--- src/rtl/pc_sequencer_if.sv ---
// ----------------------------------------------------------------------------
// Module   : pc_sequencer_if
// Purpose  : Control/status bundle between an instruction decoder and pc_sequencer.
// Revision : 1.0 - initial release
// ----------------------------------------------------------------------------
`default_nettype none

interface pc_sequencer_if #(
   parameter int PCW = 12,
   parameter int B   = 3
);
   logic           i_start;
   logic           i_halt_req;
   logic           i_stall;
   logic           i_branch_en;
   logic           i_branch_cond;
   logic [B:0]     i_how_high;
   logic           i_jump_en;
   logic [PCW-1:0] i_jump_addr;
   logic [PCW-1:0] o_pc;
   logic           o_busy;
   logic           o_done;
   logic           o_taken;
   logic [15:0]    o_cycle_count;

   modport master (
      output i_start, i_halt_req, i_stall, i_branch_en, i_branch_cond,
             i_how_high, i_jump_en, i_jump_addr,
      input  o_pc, o_busy, o_done, o_taken, o_cycle_count
   );

   modport slave (
      input  i_start, i_halt_req, i_stall, i_branch_en, i_branch_cond,
             i_how_high, i_jump_en, i_jump_addr,
      output o_pc, o_busy, o_done, o_taken, o_cycle_count
   );
endinterface

`default_nettype wire

--- src/rtl/pc_sequencer.sv ---
// ----------------------------------------------------------------------------
// Module   : pc_sequencer
// Purpose  : Program-counter sequencer with relative branches, jumps, stall and halt.
// Revision : 1.0 - initial release
// ----------------------------------------------------------------------------
`default_nettype none

module pc_sequencer #(
   parameter int             PCW        = 12,
   parameter int             B          = 3,
   parameter logic [PCW-1:0] START_ADDR = '0
) (
   input  wire             clk,
   input  wire             rst_n,
   pc_sequencer_if.slave   bus
);

   typedef enum logic [1:0] {
      S_IDLE = 2'd0,
      S_RUN  = 2'd1,
      S_HALT = 2'd2
   } state_t;

   state_t         r_state, w_state_nxt;
   logic [PCW-1:0] r_pc, w_pc_nxt;
   logic           r_taken, w_taken_nxt;
   logic [15:0]    r_cnt, w_cnt_nxt;
   logic signed [5:0] w_off6;
   logic [PCW-1:0] w_offset;

   // Odd indices are the negative twin of the preceding even index.
   always_comb begin
      w_off6 = '0;
      case (int'(bus.i_how_high))
         0:       w_off6 =  6'sd2;
         1:       w_off6 = -6'sd2;
         2:       w_off6 =  6'sd4;
         3:       w_off6 = -6'sd4;
         4:       w_off6 =  6'sd8;
         5:       w_off6 = -6'sd8;
         6:       w_off6 =  6'sd16;
         7:       w_off6 = -6'sd16;
         default: w_off6 = '0;
      endcase
      w_offset = PCW'(w_off6);
   end

   always_comb begin
      w_state_nxt = r_state;
      w_pc_nxt    = r_pc;
      w_taken_nxt = 1'b0;
      w_cnt_nxt   = r_cnt;
      case (r_state)
         S_RUN: begin
            if (!bus.i_stall) begin
               w_cnt_nxt = (r_cnt == 16'hFFFF) ? r_cnt : r_cnt + 16'd1;
               if (bus.i_halt_req) begin
                  w_state_nxt = S_HALT;
               end else if (bus.i_jump_en) begin
                  w_pc_nxt    = bus.i_jump_addr;
                  w_taken_nxt = 1'b1;
               end else if (bus.i_branch_en && bus.i_branch_cond) begin
                  w_pc_nxt    = r_pc + w_offset;
                  w_taken_nxt = 1'b1;
               end else begin
                  w_pc_nxt = r_pc + {{(PCW-1){1'b0}}, 1'b1};
               end
            end
         end
         default: begin
            if (bus.i_start) begin
               w_state_nxt = S_RUN;
               w_pc_nxt    = START_ADDR;
               w_cnt_nxt   = '0;
            end
         end
      endcase
   end

   always_ff @(posedge clk or negedge rst_n) begin
      if (!rst_n) begin
         r_state <= S_IDLE;
         r_pc    <= START_ADDR;
         r_taken <= 1'b0;
         r_cnt   <= '0;
      end else begin
         r_state <= w_state_nxt;
         r_pc    <= w_pc_nxt;
         r_taken <= w_taken_nxt;
         r_cnt   <= w_cnt_nxt;
      end
   end

   assign bus.o_pc          = r_pc;
   assign bus.o_taken       = r_taken;
   assign bus.o_cycle_count = r_cnt;
   assign bus.o_busy        = (r_state == S_RUN);
   assign bus.o_done        = (r_state == S_HALT);

endmodule

`default_nettype wire

--- src/flat_wrapper.sv ---
// flat-port wrapper written by rule: the top's interface ports become plain ports
module pc_sequencer_flat 
#(
   parameter int             PCW        = 12,
   parameter int             B          = 3,
   parameter logic [PCW-1:0] START_ADDR = '0
)
  (clk, rst_n, bus_i_start, bus_i_halt_req, bus_i_stall, bus_i_branch_en, bus_i_branch_cond, bus_i_how_high, bus_i_jump_en, bus_i_jump_addr, bus_o_pc, bus_o_busy, bus_o_done, bus_o_taken, bus_o_cycle_count);
  pc_sequencer_if #(.PCW(PCW), .B(B)) bus_i ();
  input  wire clk;
  input  wire rst_n;
  input wire logic [$bits(bus_i.i_start)-1:0] bus_i_start;
  input wire logic [$bits(bus_i.i_halt_req)-1:0] bus_i_halt_req;
  input wire logic [$bits(bus_i.i_stall)-1:0] bus_i_stall;
  input wire logic [$bits(bus_i.i_branch_en)-1:0] bus_i_branch_en;
  input wire logic [$bits(bus_i.i_branch_cond)-1:0] bus_i_branch_cond;
  input wire logic [$bits(bus_i.i_how_high)-1:0] bus_i_how_high;
  input wire logic [$bits(bus_i.i_jump_en)-1:0] bus_i_jump_en;
  input wire logic [$bits(bus_i.i_jump_addr)-1:0] bus_i_jump_addr;
  output wire logic [$bits(bus_i.o_pc)-1:0] bus_o_pc;
  output wire logic [$bits(bus_i.o_busy)-1:0] bus_o_busy;
  output wire logic [$bits(bus_i.o_done)-1:0] bus_o_done;
  output wire logic [$bits(bus_i.o_taken)-1:0] bus_o_taken;
  output wire logic [$bits(bus_i.o_cycle_count)-1:0] bus_o_cycle_count;
  assign bus_i.i_start = bus_i_start;
  assign bus_i.i_halt_req = bus_i_halt_req;
  assign bus_i.i_stall = bus_i_stall;
  assign bus_i.i_branch_en = bus_i_branch_en;
  assign bus_i.i_branch_cond = bus_i_branch_cond;
  assign bus_i.i_how_high = bus_i_how_high;
  assign bus_i.i_jump_en = bus_i_jump_en;
  assign bus_i.i_jump_addr = bus_i_jump_addr;
  assign bus_o_pc = bus_i.o_pc;
  assign bus_o_busy = bus_i.o_busy;
  assign bus_o_done = bus_i.o_done;
  assign bus_o_taken = bus_i.o_taken;
  assign bus_o_cycle_count = bus_i.o_cycle_count;
  pc_sequencer #(.PCW(PCW), .B(B), .START_ADDR(START_ADDR)) u_core (.clk(clk), .rst_n(rst_n), .bus(bus_i));
endmodule
--- config.mk ---
export PLATFORM = sky130hd
export DESIGN_NAME = pc_sequencer_flat
export DESIGN_NICKNAME = d
export VERILOG_FILES = /design/src/rtl/pc_sequencer_if.sv /design/src/rtl/pc_sequencer.sv /design/src/flat_wrapper.sv
export SDC_FILE = /design/constraint.sdc
export NUM_CORES = 1
export LEC_CHECK = 0
export CAP_MARGIN = 10
export CORE_ASPECT_RATIO = 2
export CORE_UTILIZATION = 45
export CTS_CLUSTER_SIZE = 16
export DETAILED_ROUTE_END_ITERATION = 7
export GPL_TIMING_DRIVEN = 0
export HOLD_SLACK_MARGIN = 0.08
export PLACE_DENSITY = 0.75
export SETUP_SLACK_MARGIN = 0.2
export SYNTH_ARGS = -nofsm -noshare
export SYNTH_HDL_FRONTEND = slang
export SYNTH_SLANG_ARGS = --single-unit
--- constraint.sdc ---
create_clock -name clk -period 3.8 [get_ports clk]
set_input_delay 0.76 -clock clk [delete_from_list [all_inputs] [get_ports clk]]
set_output_delay 0.76 -clock clk [all_outputs]
set_load 0.05 [all_outputs]
==> results.py, run 1 <==
metrics = {
    "critical_path": {
        "crit_family": "compound AO/OA/AOI/OAI gates",
        "worst-path-max-fanout": 7,
        "cp.required_ps": 3940,
        "max_stage_delay_ps": 480,
        "cp_slowest_cell": "clkdlybuf4s50_1",
        "path_buf_inv": 1,
        "critPathLaunchType": "input pin",
        "worstSetupEndpointType": "flop",
        "cp.arrival_ps": 3490,
        "worstPathCellList": "clkdlybuf4s50_1, nand2_1, or2_1, nor2_2, ha_1, a21oi_1, o21ai_0, a21o_1, a221oi_1, xnor2_1, o221ai_1",
        "path_class": "in2reg",
    },
    "synth": {
        "synth-seq-cells": 31,
        "avgSynthCellArea_um2": 8.84,
        "synth_area_um2": 2020,
        "yosysSeqAreaShare": 0.385,
        "synthesis.nets": 265,
        "synth_warnings": 0,
        "synth.distinct_cells": 37,
        "synthCells": 228,
    },
    "sta": {
        "drv_slew": 0,
        "setup_violations": 0,
        "hold_viol": 0,
        "relSlewSlack": 0.540,
        "fmax_mhz": 298,
        "worstMarginPinSlew_ps": 690,
        "fin_crit_sh": 0.882,
        "fin_skew_ps": 2.99,
        "finalWorstSetupSlack_ps": 450,
        "finalCriticalPeriod_ps": 3350,
        "rsz0062_at_grt": "no",
        "fin_setup_tns_ps": 0,
    },
    "grt": {
        "grt_max_degree": 32,
        "track_usage": 0.237,
        "grt_antenna_before_repair": 0,
        "grt_first_pass_wirelength_um": 8710,
        "overflow": 0,
        "grt_pass1_vias": 1906,
    },
    "routing": {
        "antenna_left": 0,
        "drtIter0Drc": 26,
        "dr.pass1.iters": 6,
        "avgRoutedWirePerCell_um": 15.1,
        "vias": 1944,
        "via_per_inst": 5.67,
        "drcViolationCount": 1,
        "wirelength_um": 5170,
    },
    "run": {
        "maxCapViolCount": 0,
    },
    "power_and_ir_drop": {
        "power_density_nw_per_um2": 447,
        "combPwrFrac": 0.381,
        "seq_power_share": 0.345,
        "leakagePower_nw": 1.20,
        "internal-power_uw": 752,
        "swShare": 0.383,
        "vdd_drop_max_v": 0.000344,
        "p_switching_uw": 467,
        "p_total_mw": 1.22,
        "clock_power_share": 0.274,
    },
    "floorplan": {
        "start_util": 0.465,
        "io_pins": 55,
        "fp.dieW_um": 49.3,
        "core_area_um2": 4340,
        "die_y_um": 96.7,
        "die_area_um2": 4770,
        "rows": 34,
    },
    "placed_design": {
        "portBuffers": 53,
        "dp.cells": 335,
        "pre_cts_ws_ps": -11.5,
        "dp_hpwl_um": 3980,
        "gp_congestion": 0.840,
    },
    "cts": {
        "clock_latency_ps": 280,
        "clk_path_buf_depth": 2,
        "cts_tree": "yes",
        "tritoncts_num_sinks": 31,
        "h-tree-depth": 2,
        "cts_buffers": 5,
        "cts-root-buf": "clkbuf_8",
        "cts.reportedPaths.clkPinSlew_ps": 60,
        "post-cts-setup-buffers": 0,
    },
    "final_layout": {
        "layout_commonest_cell": "clkdlybuf4s50_1",
        "num_antenna_cells": 0,
        "drive_gt1_frac": 0.0554,
        "layout_common_cells": "clkdlybuf4s50_1 (52), dfrtp_1 (31), nand3_1 (24), nor2_1 (22), nand2_1 (18)",
        "syn2layout_area_growth_pct": 35.4,
        "final_cells": 343,
        "nets": 325,
        "fin_util": 0.629,
    },
    "status": {
        "status": "complete, but fails checks",
        "failed_checks": "design-rule violations",
    },
    "worst_hold_path": {
        "hold_path.class": "in2async",
    },
}
## Yosys cell counts
cell      number  area, um^2
o21ai_1        1        5.00
and3_4         1        11.3
and4_1         2        17.5
or2_2          1        6.26
or2_1          1        6.26
nor4_1         1        6.26
a211oi_1       4        30.0
mux2i_1        4        40.0
and3_1         2        12.5
nand3_1       24         120
nand2_1       18        67.6
nor3b_2        1        12.5
nor4_2         1        12.5
fa_1           1        20.0
nand4_1        3        18.8
nor3_1         5        25.0
dfrtp_1       31         776
nor2b_1        3        18.8
nand3_2        1        10.0
o31ai_1        2        15.0
o21a_1         2        15.0
a31oi_1        3        18.8
nand2b_1       3        18.8
xnor2_1        8        70.1
a221oi_1       1        8.76
inv_1          6        22.5
or4_4          1        11.3
o211ai_1       2        15.0
a311oi_1       2        17.5
clkbuf_1       7        26.3
xor2_1        11        96.3
o21ai_0       14        70.1
nor2_1        23        86.3
a21oi_1       17        85.1
ha_1          12         150
o221ai_1       4        35.0
a21o_1         5        37.5
## path summary, 6_finish.rpt
kind,start,end,slack (ps),depth (start not counted)
max,bus_i_branch_cond,u_core.bus.o_pc[11]$_DFFE_PN0P_,450,11
min,rst_n,u_core.bus.o_pc[9]$_DFFE_PN0P_,510,1
max reg2reg,u_core.bus.o_pc[0]$_DFFE_PN0P_,u_core.bus.o_pc[8]$_DFFE_PN0P_,1410,8
min reg2reg,u_core.r_state[0]$_DFFE_PN0P_,u_core.r_state[0]$_DFFE_PN0P_,550,1
max in group asynchronous,rst_n,u_core.r_state[1]$_DFFE_PN0P_,2840,1
min in group clk,u_core.r_state[0]$_DFFE_PN0P_,u_core.r_state[0]$_DFFE_PN0P_,550,1
## worst register-to-register path, cell delays in order (launching register included)
cell and delay, ps:
dfrtp_1 400, ha_1 240, fa_1 430, a211oi_1 420, o211ai_1 190, a31oi_1 220, xnor2_1 80, mux2i_1 180
o21ai_0 100
## power by group through the flow
stage	clock network [mW]	logic [mW]	registers (mW)
floorplan	0	0.171	0.554
global placement	0	0.461	0.423
detailed placement	0	0.464	0.425
CTS	0.343	0.466	0.419
global route	0.355	0.500	0.426
finish	0.334	0.465	0.420
## final cells by class
cell class / instances / area (um^2)
well taps: 54 / 67.6
repair buffers: 53 / 526
fillers: 415 / 1610
clock inverters: 2 / 35.0
flip-flops and latches: 31 / 776
inverters: 6 / 22.5
clock buffers: 6 / 82.6
plain buffers: 7 / 26.3
multi-input cells: 184 / 1190
## cells by family (layout without fill, tap and decap cells)
kind of cell	after synthesis	in the layout	synth area share
multiplexers	4	4	0.0199
XOR/XNOR	19	19	0.0826
buffers and inverters	13	74	0.0242
adder cells (fa/ha/maj)	13	13	0.0844
AO/OA/AOI/OAI	57	57	0.175
AND/OR/NAND/NOR	91	91	0.229
flip-flops	31	31	0.385
## metrics by stage
| stage | hold WS, ps | area, um^2 |
|---|---|---|
| floorplan | 464 | 2020 |
| global placement | 524 | 2610 |
| detailed placement | 533 | 2610 |
| CTS | 535 | 2730 |
| global route | 568 | 2730 |
| finish | 511 | 2730 |
## layer usage
| metal | routed length (um) | track usage | vias to the layer above |
|---|---|---|---|
| met5 | 0 | 0 | - |
| met4 | 144 | 0.122 | 0 |
| met3 | 126 | 0.0267 | 11 |
| met2 | 2870 | 0.436 | 43 |
| met1 | 2030 | 0.253 | 939 |
| li1 | - | - | 951 |
## state kept, by name, indices dropped and copies added (netlist names)
signal	cells
u_core.bus.o_pc	12
u_core.r_state	2
u_core.bus.o_cycle_count	16
u_core.bus.o_taken	1
## what timing repair did
action,4_1_cts,5_1_grt
hold endpoints to repair,0,0
resized for setup,0,1
setup endpoints to repair,0,1
hold buffers,0,0
No activity file was read; power rests on OpenSTA's default activity.
==> inputs of run 2 (changes only) <==
--- a/config.mk
+++ b/config.mk
@@ -10,7 +10,6 @@
 export CORE_UTILIZATION = 45
 export CTS_CLUSTER_SIZE = 16
 export DETAILED_ROUTE_END_ITERATION = 7
-export GPL_TIMING_DRIVEN = 0
 export HOLD_SLACK_MARGIN = 0.08
 export PLACE_DENSITY = 0.75
 export SETUP_SLACK_MARGIN = 0.2
==> run 2 against run 1 <==
Effect of this change: global-route usage up 0.41 points; the run still ends with design-rule violations left; clock power shrank 19%; non-clock buffer count decreased by 3; cell count shrank 1.2%.
==> results.py, run 2 (same netlist as run 1, synthesis figures left out) <==
metrics = {
    "grt": {
        "track_usage": 0.241,
        "grt_first_pass_wirelength_um": 8800,
        "overflow": 0,
        "grt_antenna_before_repair": 0,
        "grt_max_degree": 32,
        "grt_pass1_vias": 1957,
    },
    "sta": {
        "worstMarginPinSlew_ps": 914,
        "setup_violations": 0,
        "fin_setup_tns_ps": 0,
        "fmax_mhz": 312,
        "relSlewSlack": 0.389,
        "fin_crit_sh": 0.844,
        "fin_skew_ps": 15.7,
        "hold_viol": 0,
        "rsz0062_at_grt": "no",
        "finalCriticalPeriod_ps": 3210,
        "drv_slew": 0,
    },
    "final_layout": {
        "layout_common_cells": "clkdlybuf4s50_1 (54), dfrtp_1 (31), nand3_1 (24), nor2_1 (23), nand2_1 (18)",
        "nets": 322,
        "largest_register_ffs": 16,
        "drive_gt1_frac": 0.0561,
        "layout_commonest_cell": "clkdlybuf4s50_1",
        "fin_util": 0.624,
        "num_antenna_cells": 0,
        "fillers": 413,
        "final_cells": 339,
        "syn2layout_area_growth_pct": 34.3,
    },
    "routing": {
        "dr.pass1.iters": 6,
        "wirelength_um": 5300,
        "drtIter0Drc": 30,
        "avgRoutedWirePerCell_um": 15.6,
        "drcViolationCount": 1,
        "vias": 1936,
        "antenna_left": 0,
        "via_per_inst": 5.71,
    },
    "floorplan": {
        "core_area_um2": 4340,
        "start_util": 0.465,
        "rows": 34,
        "die_area_um2": 4770,
        "io_pins": 55,
        "die_y_um": 96.7,
        "fp.dieW_um": 49.3,
    },
    "power_and_ir_drop": {
        "vdd_drop_max_v": 0.000262,
        "leakagePower_nw": 1.19,
        "internal-power_uw": 683,
        "combPwrFrac": 0.404,
        "clock_power_share": 0.234,
        "swShare": 0.410,
        "power_density_nw_per_um2": 428,
        "seq_power_share": 0.363,
        "p_switching_uw": 475,
    },
    "placed_design": {
        "portBuffers": 54,
        "dp_hpwl_um": 3950,
        "gp_congestion": 0.910,
        "dp.cells": 332,
    },
    "cts": {
        "clock_latency_ps": 290,
        "post-cts-setup-buffers": 0,
        "cts_tree": "yes",
        "cts_buffers": 5,
        "cts-root-buf": "clkbuf_8",
        "cts.reportedPaths.clkPinSlew_ps": 80,
        "cts_hold_buf": 0,
        "cts_resized": 0,
        "tritoncts_num_sinks": 31,
        "h-tree-depth": 2,
        "clk_path_buf_depth": 2,
    },
    "critical_path": {
        "worstSetupEndpointType": "flop",
        "path_class": "in2reg",
        "cp.arrival_ps": 3350,
        "cp.required_ps": 3950,
        "critPathLaunchType": "input pin",
        "r2r-start": "u_core.bus.o_pc[0]$_DFFE_PN0P_",
        "worst-path-max-fanout": 7,
        "crit_start": "bus_i_branch_cond",
    },
    "run": {
        "maxCapViolCount": 0,
    },
    "worst_hold_path": {
        "hp-start": "u_core.bus.o_pc[0]$_DFFE_PN0P_",
        "hold_path.class": "reg2reg",
    },
    "status": {
        "status": "complete, but fails checks",
        "failed_checks": "design-rule violations",
    },
}
-- run 2: changes by cell type in the layout (fill, tap and decap cells not counted) --
cell / previous run / this run
nor2_2: 1 / 0
buf_2: 1 / 0
clkbuf_1: 7 / 0
clkdlybuf4s50_1: 52 / 54
buf_4: 0 / 3
bufinv_16: 1 / 0
nor2_1: 22 / 23
-- run 2: cell type report --
| type | instances | area, um^2 | area share |
|---|---|---|---|
| Inverter | 6 | 22.5 | 0.00832 |
| Sequential cell | 31 | 776 | 0.287 |
| Clock buffer | 6 | 82.6 | 0.0305 |
| Timing Repair Buffer | 57 | 563 | 0.208 |
| Multi-Input combinational cell | 184 | 1190 | 0.440 |
| Clock inverter | 1 | 5.00 | 0.00185 |
| Tap cell | 54 | 67.6 | 0.0250 |
-- run 2: worst max-delay path, stage by stage --
cell,delay [ps]
clkdlybuf4s50_1,480
nand2_1,70
or2_1,260
nor2_1,140
buf_4,190
ha_1,280
a21oi_1,250
o21ai_0,140
a21o_1,190
a221oi_1,310
xnor2_1,160
o221ai_1,110
-- run 2: worst paths after layout --
kind | cells past startpoint | slack [ps] | endpoint
setup / recovery | 12 | 590 | u_core.bus.o_pc[11]$_DFFE_PN0P_
hold / removal | 2 | 540 | u_core.bus.o_pc[0]$_DFFE_PN0P_
setup reg to reg | 8 | 1460 | u_core.bus.o_pc[8]$_DFFE_PN0P_
hold reg to reg | 2 | 540 | u_core.bus.o_pc[0]$_DFFE_PN0P_
max in group asynchronous | 2 | 2610 | u_core.bus.o_cycle_count[7]$_DFFE_PN0P_
min in group asynchronous | 2 | 880 | u_core.bus.o_pc[2]$_DFFE_PN0P_
-- run 2: per-layer routing --
metal / vias up / part of all wire / global-route usage
met3: 12 / 0.037 / 0.0267
met4: 0 / 0.023 / 0.102
met2: 51 / 0.57 / 0.465
li1: 939 / - / -
met1: 934 / 0.37 / 0.247
met5: - / 0 / 0
-- run 2: through the flow --
stage / instance area (um^2) / power (mW) / hold WS, ps / setup slack, ps
detailed placement: 2620 / 0.897 / 523 / 305
floorplan: 2020 / 0.724 / 464 / 914
finish: 2710 / 1.16 / 537 / 594
global placement: 2620 / 0.888 / 518 / 316
CTS: 2710 / 1.17 / 536 / 585
global route: 2710 / 1.22 / 557 / 405
-- run 2: power by group through the flow --
stage	logic, mW	clock network [mW]	registers, mW
after floorplan	0.171	0	0.554
after global placement	0.464	0	0.423
after detailed placement	0.470	0	0.427
after CTS	0.471	0.276	0.420
after global routing	0.507	0.284	0.426
final	0.467	0.271	0.420
